File: config.mk
export PLATFORM = sky130hd
export DESIGN_NAME = s38584_chain776_seq_flat
export DESIGN_NICKNAME = d
export VERILOG_FILES = /design/src/rtl/s38584_chain776_seq_if.sv /design/src/rtl/s38584_chain776_seq.sv /design/src/flat_wrapper.sv
export SDC_FILE = /design/constraint.sdc
export NUM_CORES = 1
export LEC_CHECK = 0
export BUFFER_PORTS_ARGS = -buffer_cell sky130_fd_sc_hd__buf_4
export CELL_PAD_IN_SITES_DETAIL_PLACEMENT = 1
export CELL_PAD_IN_SITES_GLOBAL_PLACEMENT = 2
export CORE_ASPECT_RATIO = 0.75
export CORE_MARGIN = 2
export CORE_UTILIZATION = 27
export CTS_CLUSTER_SIZE = 8
export DETAILED_ROUTE_END_ITERATION = 8
export PLACE_DENSITY = 0.77
export SYNTH_ARGS = -nofsm -noshare
export SYNTH_HDL_FRONTEND = slang
export SYNTH_SLANG_ARGS = --single-unit
File: constraint.sdc
create_clock -name CK -period 2 [get_ports CK]
set_clock_uncertainty 0.2 [all_clocks]
set_input_delay 0 -clock CK [delete_from_list [all_inputs] [get_ports CK]]
set_output_delay 0 -clock CK [all_outputs]
set_load 0.02 [all_outputs]
File: src/rtl/s38584_chain776_seq_if.sv
// Handshake/bus bundle for the g776 stage:
// gating inputs, chain head and registered outputs.
interface s38584_chain776_seq_if;
    logic       g35;
    logic       g802;
    logic       g736;
    logic       g799;
    logic       g655;
    logic       g753;
    logic       g718;
    logic       g807;
    logic       g554;
    logic       g370;
    logic       g358;
    logic       g376;
    logic       g385;
    logic       g482;
    logic       g490;
    logic       g528;
    logic       g499;
    logic       g518;
    logic       chain_in;
    logic       g739;
    logic       g744;
    logic       g749;
    logic       g758;
    logic       g763;
    logic       g767;
    logic       g772;
    logic       g776;
    logic       g781;
    logic [1:0] fsm_state;
    logic [3:0] pass_cnt;
    logic       wrap;

    modport master (
        output g35, g802, g736, g799,
        output g655, g753, g718, g807, g554,
        output g370, g358, g376, g385,
        output g482, g490, g528, g499, g518,
        output chain_in,
        input  g739, g744, g749, g758,
        input  g763, g767, g772,
        input  g776, g781,
        input  fsm_state, pass_cnt, wrap
    );

    modport slave (
        input  g35, g802, g736, g799,
        input  g655, g753, g718, g807, g554,
        input  g370, g358, g376, g385,
        input  g482, g490, g528, g499, g518,
        input  chain_in,
        output g739, g744, g749, g758,
        output g763, g767, g772,
        output g776, g781,
        output fsm_state, pass_cnt, wrap
    );
endinterface

File: src/rtl/s38584_chain776_seq.sv
// g739..g781 stage chain with g776/g781 tail pair,
// sequencing FSM and g776 rising-edge pass counter.
module s38584_chain776_seq (
    input  logic                  CK,
    input  logic                  RN,
    s38584_chain776_seq_if.slave  io_bus
);
    localparam logic [1:0] ST_IDLE  = 2'd0;
    localparam logic [1:0] ST_RUN   = 2'd1;
    localparam logic [1:0] ST_ARMED = 2'd2;

    logic [6:0] r_chain;
    logic       r_g776;
    logic       r_g781;
    logic [1:0] r_state;
    logic [3:0] r_cnt;
    logic       r_wrap;

    logic       w_byp;
    logic       w_vote_ok;
    logic       w_stat_ok;
    logic       w_act_ok;
    logic       w_gate_ok;
    logic       w_all_ok;
    logic       w_g776_nxt;
    logic [6:0] w_chain_nxt;
    logic       w_next_empty;
    logic       w_rise;
    logic [1:0] w_state_nxt;

    assign w_byp = io_bus.g802 & ~io_bus.g736;

    assign w_vote_ok =
        (io_bus.g655 | io_bus.g753 | io_bus.g718) &
        ~(io_bus.g655 & io_bus.g753 & io_bus.g718 &
          ~(io_bus.g554 & io_bus.g807));

    assign w_stat_ok = ~io_bus.g370 & io_bus.g358 &
                       io_bus.g376 & io_bus.g385;

    assign w_act_ok = io_bus.g482 | io_bus.g490 |
                      io_bus.g528 | io_bus.g499 |
                      io_bus.g518;

    assign w_gate_ok = (io_bus.g802 | ~io_bus.g799) &
                       w_vote_ok & w_stat_ok & w_act_ok;

    // every chain bit must be set unless bypassed
    assign w_all_ok = w_gate_ok & (&(r_chain | {7{w_byp}}));

    assign w_g776_nxt = w_all_ok ? ~r_g781
                                 : (r_g781 & ~w_byp);

    assign w_chain_nxt  = {r_chain[5:0], io_bus.chain_in};
    assign w_next_empty = ~|w_chain_nxt;
    assign w_rise       = ~r_g776 & w_g776_nxt;

    // sequencing FSM next-state
    always_comb begin
        w_state_nxt = r_state;
        case (r_state)
            ST_IDLE: begin
                if (io_bus.chain_in)
                    w_state_nxt = ST_RUN;
            end
            ST_RUN: begin
                if (w_next_empty)
                    w_state_nxt = ST_IDLE;
                else if (w_all_ok)
                    w_state_nxt = ST_ARMED;
            end
            ST_ARMED: begin
                if (w_next_empty)
                    w_state_nxt = ST_IDLE;
                else if (!w_all_ok)
                    w_state_nxt = ST_RUN;
            end
            default: w_state_nxt = ST_IDLE;
        endcase
    end

    // chain shift and tail pair
    always_ff @(posedge CK or negedge RN) begin
        if (!RN) begin
            r_chain <= '0;
            r_g776  <= 1'b0;
            r_g781  <= 1'b0;
        end else if (io_bus.g35) begin
            r_chain <= w_chain_nxt;
            r_g776  <= w_g776_nxt;
            r_g781  <= r_g776;
        end
    end

    // FSM state register
    always_ff @(posedge CK or negedge RN) begin
        if (!RN)
            r_state <= ST_IDLE;
        else if (io_bus.g35)
            r_state <= w_state_nxt;
    end

    // pass counter; wrap is a one-cycle pulse, cleared on hold
    always_ff @(posedge CK or negedge RN) begin
        if (!RN) begin
            r_cnt  <= '0;
            r_wrap <= 1'b0;
        end else if (io_bus.g35) begin
            if (w_rise)
                r_cnt <= r_cnt + 4'd1;
            r_wrap <= w_rise & (r_cnt == 4'd15);
        end else begin
            r_wrap <= 1'b0;
        end
    end

    assign io_bus.g739     = r_chain[0];
    assign io_bus.g744     = r_chain[1];
    assign io_bus.g749     = r_chain[2];
    assign io_bus.g758     = r_chain[3];
    assign io_bus.g763     = r_chain[4];
    assign io_bus.g767     = r_chain[5];
    assign io_bus.g772     = r_chain[6];
    assign io_bus.g776     = r_g776;
    assign io_bus.g781     = r_g781;
    assign io_bus.fsm_state = r_state;
    assign io_bus.pass_cnt = r_cnt;
    assign io_bus.wrap     = r_wrap;
endmodule

File: src/flat_wrapper.sv
// flat-port wrapper written by rule: the top's interface ports become plain ports
module s38584_chain776_seq_flat 
  (CK, RN, io_bus_g35, io_bus_g802, io_bus_g736, io_bus_g799, io_bus_g655, io_bus_g753, io_bus_g718, io_bus_g807, io_bus_g554, io_bus_g370, io_bus_g358, io_bus_g376, io_bus_g385, io_bus_g482, io_bus_g490, io_bus_g528, io_bus_g499, io_bus_g518, io_bus_chain_in, io_bus_g739, io_bus_g744, io_bus_g749, io_bus_g758, io_bus_g763, io_bus_g767, io_bus_g772, io_bus_g776, io_bus_g781, io_bus_fsm_state, io_bus_pass_cnt, io_bus_wrap);
  s38584_chain776_seq_if io_bus_i ();
  input  logic CK;
  input  logic RN;
  input wire logic [$bits(io_bus_i.g35)-1:0] io_bus_g35;
  input wire logic [$bits(io_bus_i.g802)-1:0] io_bus_g802;
  input wire logic [$bits(io_bus_i.g736)-1:0] io_bus_g736;
  input wire logic [$bits(io_bus_i.g799)-1:0] io_bus_g799;
  input wire logic [$bits(io_bus_i.g655)-1:0] io_bus_g655;
  input wire logic [$bits(io_bus_i.g753)-1:0] io_bus_g753;
  input wire logic [$bits(io_bus_i.g718)-1:0] io_bus_g718;
  input wire logic [$bits(io_bus_i.g807)-1:0] io_bus_g807;
  input wire logic [$bits(io_bus_i.g554)-1:0] io_bus_g554;
  input wire logic [$bits(io_bus_i.g370)-1:0] io_bus_g370;
  input wire logic [$bits(io_bus_i.g358)-1:0] io_bus_g358;
  input wire logic [$bits(io_bus_i.g376)-1:0] io_bus_g376;
  input wire logic [$bits(io_bus_i.g385)-1:0] io_bus_g385;
  input wire logic [$bits(io_bus_i.g482)-1:0] io_bus_g482;
  input wire logic [$bits(io_bus_i.g490)-1:0] io_bus_g490;
  input wire logic [$bits(io_bus_i.g528)-1:0] io_bus_g528;
  input wire logic [$bits(io_bus_i.g499)-1:0] io_bus_g499;
  input wire logic [$bits(io_bus_i.g518)-1:0] io_bus_g518;
  input wire logic [$bits(io_bus_i.chain_in)-1:0] io_bus_chain_in;
  output wire logic [$bits(io_bus_i.g739)-1:0] io_bus_g739;
  output wire logic [$bits(io_bus_i.g744)-1:0] io_bus_g744;
  output wire logic [$bits(io_bus_i.g749)-1:0] io_bus_g749;
  output wire logic [$bits(io_bus_i.g758)-1:0] io_bus_g758;
  output wire logic [$bits(io_bus_i.g763)-1:0] io_bus_g763;
  output wire logic [$bits(io_bus_i.g767)-1:0] io_bus_g767;
  output wire logic [$bits(io_bus_i.g772)-1:0] io_bus_g772;
  output wire logic [$bits(io_bus_i.g776)-1:0] io_bus_g776;
  output wire logic [$bits(io_bus_i.g781)-1:0] io_bus_g781;
  output wire logic [$bits(io_bus_i.fsm_state)-1:0] io_bus_fsm_state;
  output wire logic [$bits(io_bus_i.pass_cnt)-1:0] io_bus_pass_cnt;
  output wire logic [$bits(io_bus_i.wrap)-1:0] io_bus_wrap;
  assign io_bus_i.g35 = io_bus_g35;
  assign io_bus_i.g802 = io_bus_g802;
  assign io_bus_i.g736 = io_bus_g736;
  assign io_bus_i.g799 = io_bus_g799;
  assign io_bus_i.g655 = io_bus_g655;
  assign io_bus_i.g753 = io_bus_g753;
  assign io_bus_i.g718 = io_bus_g718;
  assign io_bus_i.g807 = io_bus_g807;
  assign io_bus_i.g554 = io_bus_g554;
  assign io_bus_i.g370 = io_bus_g370;
  assign io_bus_i.g358 = io_bus_g358;
  assign io_bus_i.g376 = io_bus_g376;
  assign io_bus_i.g385 = io_bus_g385;
  assign io_bus_i.g482 = io_bus_g482;
  assign io_bus_i.g490 = io_bus_g490;
  assign io_bus_i.g528 = io_bus_g528;
  assign io_bus_i.g499 = io_bus_g499;
  assign io_bus_i.g518 = io_bus_g518;
  assign io_bus_i.chain_in = io_bus_chain_in;
  assign io_bus_g739 = io_bus_i.g739;
  assign io_bus_g744 = io_bus_i.g744;
  assign io_bus_g749 = io_bus_i.g749;
  assign io_bus_g758 = io_bus_i.g758;
  assign io_bus_g763 = io_bus_i.g763;
  assign io_bus_g767 = io_bus_i.g767;
  assign io_bus_g772 = io_bus_i.g772;
  assign io_bus_g776 = io_bus_i.g776;
  assign io_bus_g781 = io_bus_i.g781;
  assign io_bus_fsm_state = io_bus_i.fsm_state;
  assign io_bus_pass_cnt = io_bus_i.pass_cnt;
  assign io_bus_wrap = io_bus_i.wrap;
  s38584_chain776_seq u_core (.CK(CK), .RN(RN), .io_bus(io_bus_i));
endmodule
==> key figures, run 1 <==
Detailed routing
  • Via Count: 818
  • Vias per cell: between 4 and 5
  • Metal2 WL: between 1000 and 1500 µm
  • DR pass1 iterations: 4
  • Met3 wire length: 155 µm
  • DRT iter0 DRCs: 4
  • Highest routed layer: met3
  • Residual DRC: 0
  • Final ANT Viol Nets: 0
  • Final Routed Wirelength: approximately 2400 µm
  • Routed wire per std cell: around 14 µm
  • Met1 WL: between 1000 and 1500 µm

Timing
  • Slew Limit Headroom: about half
  • Hold Slack: between 0.01 and 0.015 ns
  • Final worst setup slack: approximately 0.14 ns
  • Fin. max-slew vios: 0
  • Fmax: about 0.54 GHz
  • Final min period: ~1.9 ns
  • Final Hold Fails: 0
  • Fin crit share: 93.2%
  • Final setup fails: 0
  • Least-Margin Pin Slew: 0.734 ns

Synthesis
  • Syn_area_per_cell: 10.6 µm²
  • Largest area contributor in the netlist: dfrtp_1
  • Ys async rst share: 100%
  • Seq/Total Area, Yosys: about 45%
  • Top-area cell type share of the netlist area: 45.0%
  • Synthesized cell area: a little under 900 µm²
  • Primary FF master, synth: dfrtp_1
  • Syn_nets: 106
  • Top cells by area, synth: dfrtp_1, mux2_2, mux2i_1
  • Warnings from Yosys: 0
  • EDFF count, synth: 0
  • Syn Inst Count: 84
  • Netlist cell types: 33
  • Post-synthesis register bit count: 16

Worst setup path
  • Crit path launch type: register
  • Crit Path Category: reg2reg
  • Worst path required time: roughly 2.0 ns
  • Worst R2R Path Depth: 5
  • Reg-to-Reg Start: u_core.r_chain[2]
  • Terminus of the critical flop-to-flop path: u_core.io_bus.pass_cnt[2]
  • Worst endpoint data arrival time: around 1.8 ns
  • Crit. End Element: register
  • Last element of the critical path: u_core.io_bus.pass_cnt[2]
  • Worst Path Max Fanout: 7
  • Worst reg2reg setup slack: 0.14 ns
  • CP Launch Point: u_core.r_chain[2]

Clocking
  • Clock sink count: 16
  • CTS root buf: clkbuf_8
  • # H-tree levels: 1
  • CTS tree: built
  • Clock latency at the later pin of the worst-skew pair: 0.25 ns
  • Inserted Clock Buffers: 3
  • Clk slew on worst S/H paths: ~0.07 ns
  • CTS Buffer Depth: 2

Die
  • Chip width: approximately 70 µm
  • Chip height: around 54 µm
  • Ports: 37
  • CORE AREA: around 3200 µm²
  • Initial Util: 27.6%
  • Die footprint: 3770 µm²
  • Row count: 18

Cells and area
  • Nets: ~150
  • Area Growth Syn to Fin: 48.7%
  • Antenna cells: 0
  • Layout Cells excl Fill: 168
  • Share of cells above drive strength 1: 43.0%
  • Post-route cell area: roughly 1300 µm²

Min path
  • Hold/Removal Path Class: in2reg

Power and ir drop
  • Cell Pwr Density: around 940 nW/µm²
  • Comb pwr share: approximately 36%
  • P_sw: 0.000442 W
  • Seq pwr share: 41.3%
  • Static Leak: 0.612 nW
  • Clock power frac: a little under a quarter
  • Worst vdd rail ir drop: around 380 µV
  • Internal: 0.000801 W
  • Sw frac: 35.5%
  • Design Power: roughly 0.0012 W

Status
  • Status: completed

Placed design
  • Area post-placement: approximately 1200 µm²
  • Pre-CTS setup slack: -0.0105 ns
  • DP HPWL: approximately 1800 µm
  • IO buf count: 36
  • Inst Count DP: roughly 160
  • RD Place Congestion: around 0.75

GRT
  • Initial antenna violation count: 0
  • Largest net degree at the start of global routing: 17
  • Vias in the first global route: approximately 830
  • Global route total overflow: 0
  • First-pass GRT wire length: between 3000 and 4000 µm
  • GRT Total Usage: 13.4%

Run
  • Maxcap violations: 0
sequential cells by signal, indices dropped and copies added (netlist names):
register	count
u_core.r_chain	7
u_core.io_bus.pass_cnt	4
u_core.io_bus.fsm_state	2
u_core.io_bus.g776	1
u_core.io_bus.g781	1
u_core.io_bus.wrap	1
placed cells by master, fill, tap and decap left out, drive strengths merged, types with 2 or more instances in the layout:
master	synthesis	layout
buf	2	36
dfrtp	16	16
mux2	7	7
nand4	5	5
dlygate4sd3	0	5
mux2i	5	5
nand2b	4	4
inv	4	4
nor2	4	4
nand2	4	4
clkbuf	0	4
nor3	4	4
and3	3	3
o21ai	3	3
nand3	2	2
nor2b	2	2
xor2	2	2
or2	2	2
a211oi	2	2
nor4	2	2
power by group through the flow:
stage	clock network, W	registers (W)	logic, W
after floorplan	0	0.000590	0.000144
after global routing	0.000306	0.000527	0.000484
after CTS	0.000296	0.000511	0.000449
final	0.000288	0.000513	0.000443
after detailed placement	0	0.000516	0.000437
after global placement	0	0.000512	0.000430
worst min path at each step:
stage	start	to	slack (ns)	cells past startpoint
final	io_bus_g35	u_core.io_bus.fsm_state[0]	0.01	4
after global routing	io_bus_g35	u_core.io_bus.fsm_state[1]	0.05	4
after CTS	io_bus_g35	u_core.io_bus.fsm_state[0]	0.007	4
after detailed placement	RN	u_core.io_bus.pass_cnt[3]	-0.33	1
after global placement	RN	u_core.io_bus.pass_cnt[3]	-0.33	1
after floorplan	RN	u_core.io_bus.fsm_state[0]	-0.50	0
routing by layer:
layer,track usage [%],vias to the layer above
met4,3.85,0
met5,0,-
met1,17.5,393
met3,3.37,0
li1,-,397
met2,22.3,28
synth_stat cells (3+ instances only):
master     n
mux2_2     7
dfrtp_1   16
nor2_1     4
and3_1     3
nor3_1     3
inv_1      4
mux2i_1    5
nand4_1    5
nand2b_1   4
nand2_1    4
worst max-delay path, cell delays in order, from the launching register on:
cell and delay, ns:
dfrtp_1 0.41, nand4_1 0.15, o21ai_2 0.22, and4_4 0.33, mux2i_2 0.30, xor2_1 0.17
cell families (layout without fill, tap and decap cells):
kind of cell	after synthesis	after routing	share of synthesized area (%)
buf+inv	6	50	3.37
simple gates	36	36	24.3
fa+ha+maj	1	1	1.41
flops	16	16	45.0
xor+xnor	3	3	2.95
mux	12	12	14.5
compound gates	10	10	8.44
area by class of cell:
cell class / instances / area, µm²
Multi-Input combinational cell: 62 / 469
Timing Repair Buffer: 42 / 333
Sequential cell: 16 / 400
Clock buffer: 4 / 55.1
Fill cell: 374 / 1900
Tap cell: 40 / 50.0
Inverter: 4 / 15.0
metrics by stage:
step	TNS (ns)	util, %
floorplan	0	-
global placement	0	37.1
detailed placement	-0.0166	37.1
CTS	0	40.7
global route	-0.0201	41.1
finish	0	41.1
timing repair:
action / in CTS / in global routing
hold endpoints to repair: 26 / 1
setup endpoints to repair: 2 / 6
gates resized for setup: 1 / 4
hold buffers: 6 / 1
buffers inserted: 0 / 0
No activity file was read; power rests on OpenSTA's default activity.
==> run 2: changes to the inputs <==
- CELL_PAD_IN_SITES_DETAIL_PLACEMENT: 1 -> 0
- CELL_PAD_IN_SITES_GLOBAL_PLACEMENT: 2 -> 1
- CORE_UTILIZATION: 27 -> 34
==> run 2 against run 1 <==
Compared with the run above:
- global-route usage is 2.4 points higher
- non-clock buffer count is 1 higher
- combinational power hardly changed
- critical path type unchanged
==> key figures, run 2 (synthesized netlist as in run 1, its figures left out) <==
Detailed routing
  • Vias per cell: 4.91 (+0.82%)
  • DR pass1 iterations: 4 (unchanged)
  • Residual DRC: 0 (unchanged)
  • Final ANT Viol Nets: 0 (unchanged)
  • Final Routed Wirelength: 2210 µm (-8.4%)
  • Routed wire per std cell: 13.4 µm (-6.8%)
  • Via Count: 810 (-0.98%)
  • DRT iter0 DRCs: 13 (+9)

GRT
  • Largest net degree at the start of global routing: 17 (unchanged)
  • First-pass GRT wire length: 3810 µm (-4.7%)
  • M1 GR Usage: 20.6% (+3.1 points)
  • GRT Total Usage: 15.7% (+2.4 points)
  • Met3 global-route usage: 6.51% (+3.1 points)
  • Global route total overflow: 0 (unchanged)
  • Initial antenna violation count: 0 (unchanged)
  • Vias in the first global route: 807 (-2.5%)
  • Met2 Resource Use GR: 24.8% (+2.5 points)
  • Most used routing layer: met2

Placed design
  • Area post-placement: 1190 µm² (-0.42%)
  • RD Place Congestion: 0.796 (+6.0%)
  • DP HPWL: 1610 µm (-10%)
  • Inst Count DP: 154 (-2.5%)
  • IO buf count: 36 (unchanged)

Worst setup path
  • Worst Path Max Fanout: 5 (-2)
  • Worst endpoint data arrival time: 1.84 ns (about the same)
  • Crit. End Element: register
  • Worst R2R Path Depth: 4 (-1)
  • Crit Path Category: reg2reg
  • Crit path launch type: register
  • Worst path required time: 1.98 ns (about the same)

Die
  • Ports: 37 (unchanged)
  • Chip width: 63.1 µm (-10%)
  • Die footprint: 3050 µm² (-19%)
  • Row count: 16 (-2)
  • Initial Util: 35.0% (+7.4 points)
  • Chip height: 48.3 µm (-10%)
  • CORE AREA: 2540 µm² (-21%)

Cells and area
  • Post-route cell area: 1310 µm² (-1.0%)
  • Antenna cells: 0 (unchanged)
  • Area Growth Syn to Fin: 47.1%
  • Multi-input gate area: 469 µm² (unchanged)
  • Commonest non-fill, non-tap cell in the layout: buf_4
  • Register name with the most flops: u_core.r_chain
  • Storage cell area: 400 µm² (unchanged)
  • Most frequent cells in the layout: buf_4, dfrtp_1, mux2_2
  • Nets: 152 (+0.66%)
  • Share of cells above drive strength 1: 42.6% (-0.33 points)
  • FILL cells: 241 (-36%)
  • Number of flip-flops in the largest register: 7 (unchanged)
  • Layout Cells excl Fill: 165 (-1.8%)

Timing
  • Fmax: 0.539 GHz (+0.39%)
  • Fin Setup TNS: 0 ns (unchanged)
  • Fin crit share: 92.8% (-0.37 points)
  • Final setup fails: 0 (unchanged)
  • Least-Margin Pin Slew: 0.716 ns (-0.0175 ns)
  • Slew Limit Headroom: 52.1% (+1.2 points)
  • Final Hold Fails: 0 (unchanged)
  • Final min period: 1.86 ns (-0.00733 ns)
  • Hold Slack: 0.0392 ns (+0.0278 ns)
  • Unrepaired setup endpoints after global routing: no
  • Fin. max-slew vios: 0 (unchanged)

Run
  • Maxcap violations: 0 (unchanged)

Clocking
  • Clock latency at the later pin of the worst-skew pair: 0.29 ns (+0.04 ns)
  • Clock sink count: 16 (unchanged)
  • # H-tree levels: 1 (unchanged)
  • CTS tree: built
  • CTS root buf: clkbuf_4
  • Inserted Clock Buffers: 3 (unchanged)
  • CTS Buffer Depth: 2 (unchanged)
  • Clk slew on worst S/H paths: 0.10 ns (+0.03 ns)
  • # Post-CTS Setup Buffers: 0 (unchanged)

Status
  • Status: completed

Min path
  • Worst hold stages: 4 (unchanged)
  • Hold/Removal Path Class: in2reg

Power and ir drop
  • Cell Pwr Density: 888 nW/µm² (-5.5%)
  • Worst vdd rail ir drop: 592 µV (+54%)
  • Static Leak: 0.609 nW (-0.59%)
==> run 2: cell types whose count changed in the layout (fill, tap and decap cells not counted) <==
cell	previous run	this run
dlygate4sd3_1	5	6
clkbuf_4	0	3
clkbuf_8	4	1
==> run 2: report_power, final <==
part / internal, W / total, W / switching [W] / leakage [nW]
clock network: 0.000111 / 0.000216 / 0.000105 / 0.0210
registers: 0.000403 / 0.000504 / 0.000101 / 0.196
logic: 0.000224 / 0.000442 / 0.000218 / 0.392
==> run 2: worst paths after layout <==
check / start / to / slack [ns]
max in group asynchronous: RN / u_core.io_bus.g776 / 0.49
setup / recovery: u_core.r_chain[0] / u_core.io_bus.fsm_state[0] / 0.14
hold reg to reg: u_core.io_bus.pass_cnt[3] / u_core.io_bus.pass_cnt[3] / 0.29
min in group asynchronous: RN / u_core.io_bus.pass_cnt[0] / 0.65
hold / removal: io_bus_g736 / u_core.io_bus.pass_cnt[1] / 0.04
setup reg to reg: u_core.r_chain[0] / u_core.io_bus.fsm_state[0] / 0.14
==> run 2: worst max-delay path: stages (launching register included) <==
cell	delay [ns]
dfrtp_1	0.43
or4_1	0.56
nor4_2	0.22
a211oi_1	0.08
a211o_1	0.28
==> run 2: area by class of cell <==
type / instances / area share (%)
multi-input cells: 62 / 35.9
flip-flops and latches: 16 / 30.6
repair buffers: 43 / 26.2
well taps: 36 / 3.44
clock buffers: 4 / 2.77
inverters: 4 / 1.15
==> run 2: routing by layer <==
layer,vias to the layer above,share of wire (%),routed length (µm)
met5,-,0,0
met2,34,44,973
met4,0,0.86,19
met1,374,47,1040
li1,400,-,-
met3,2,8.1,179
==> run 2: what timing repair did <==
item,in CTS,in global routing
resized for setup,1,4
hold buffers,7,1
setup endpoints to repair,1,3
hold endpoints to repair,27,1
==> run 2: metrics by stage <==
| stage | utilization, % | setup WS, ns | power [W] |
|---|---|---|---|
| 2_1_floorplan | - | 0.174 | 0.000733 |
| 3_3_place_gp | 46.8 | -0.00282 | 0.000936 |
| 3_5_place_dp | 46.8 | 0.0219 | 0.000946 |
| 4_1_cts | 51.0 | 0.0545 | 0.00118 |
| 5_1_grt | 51.5 | 0.0413 | 0.00124 |
| 6_report | 51.5 | 0.143 | 0.00116 |
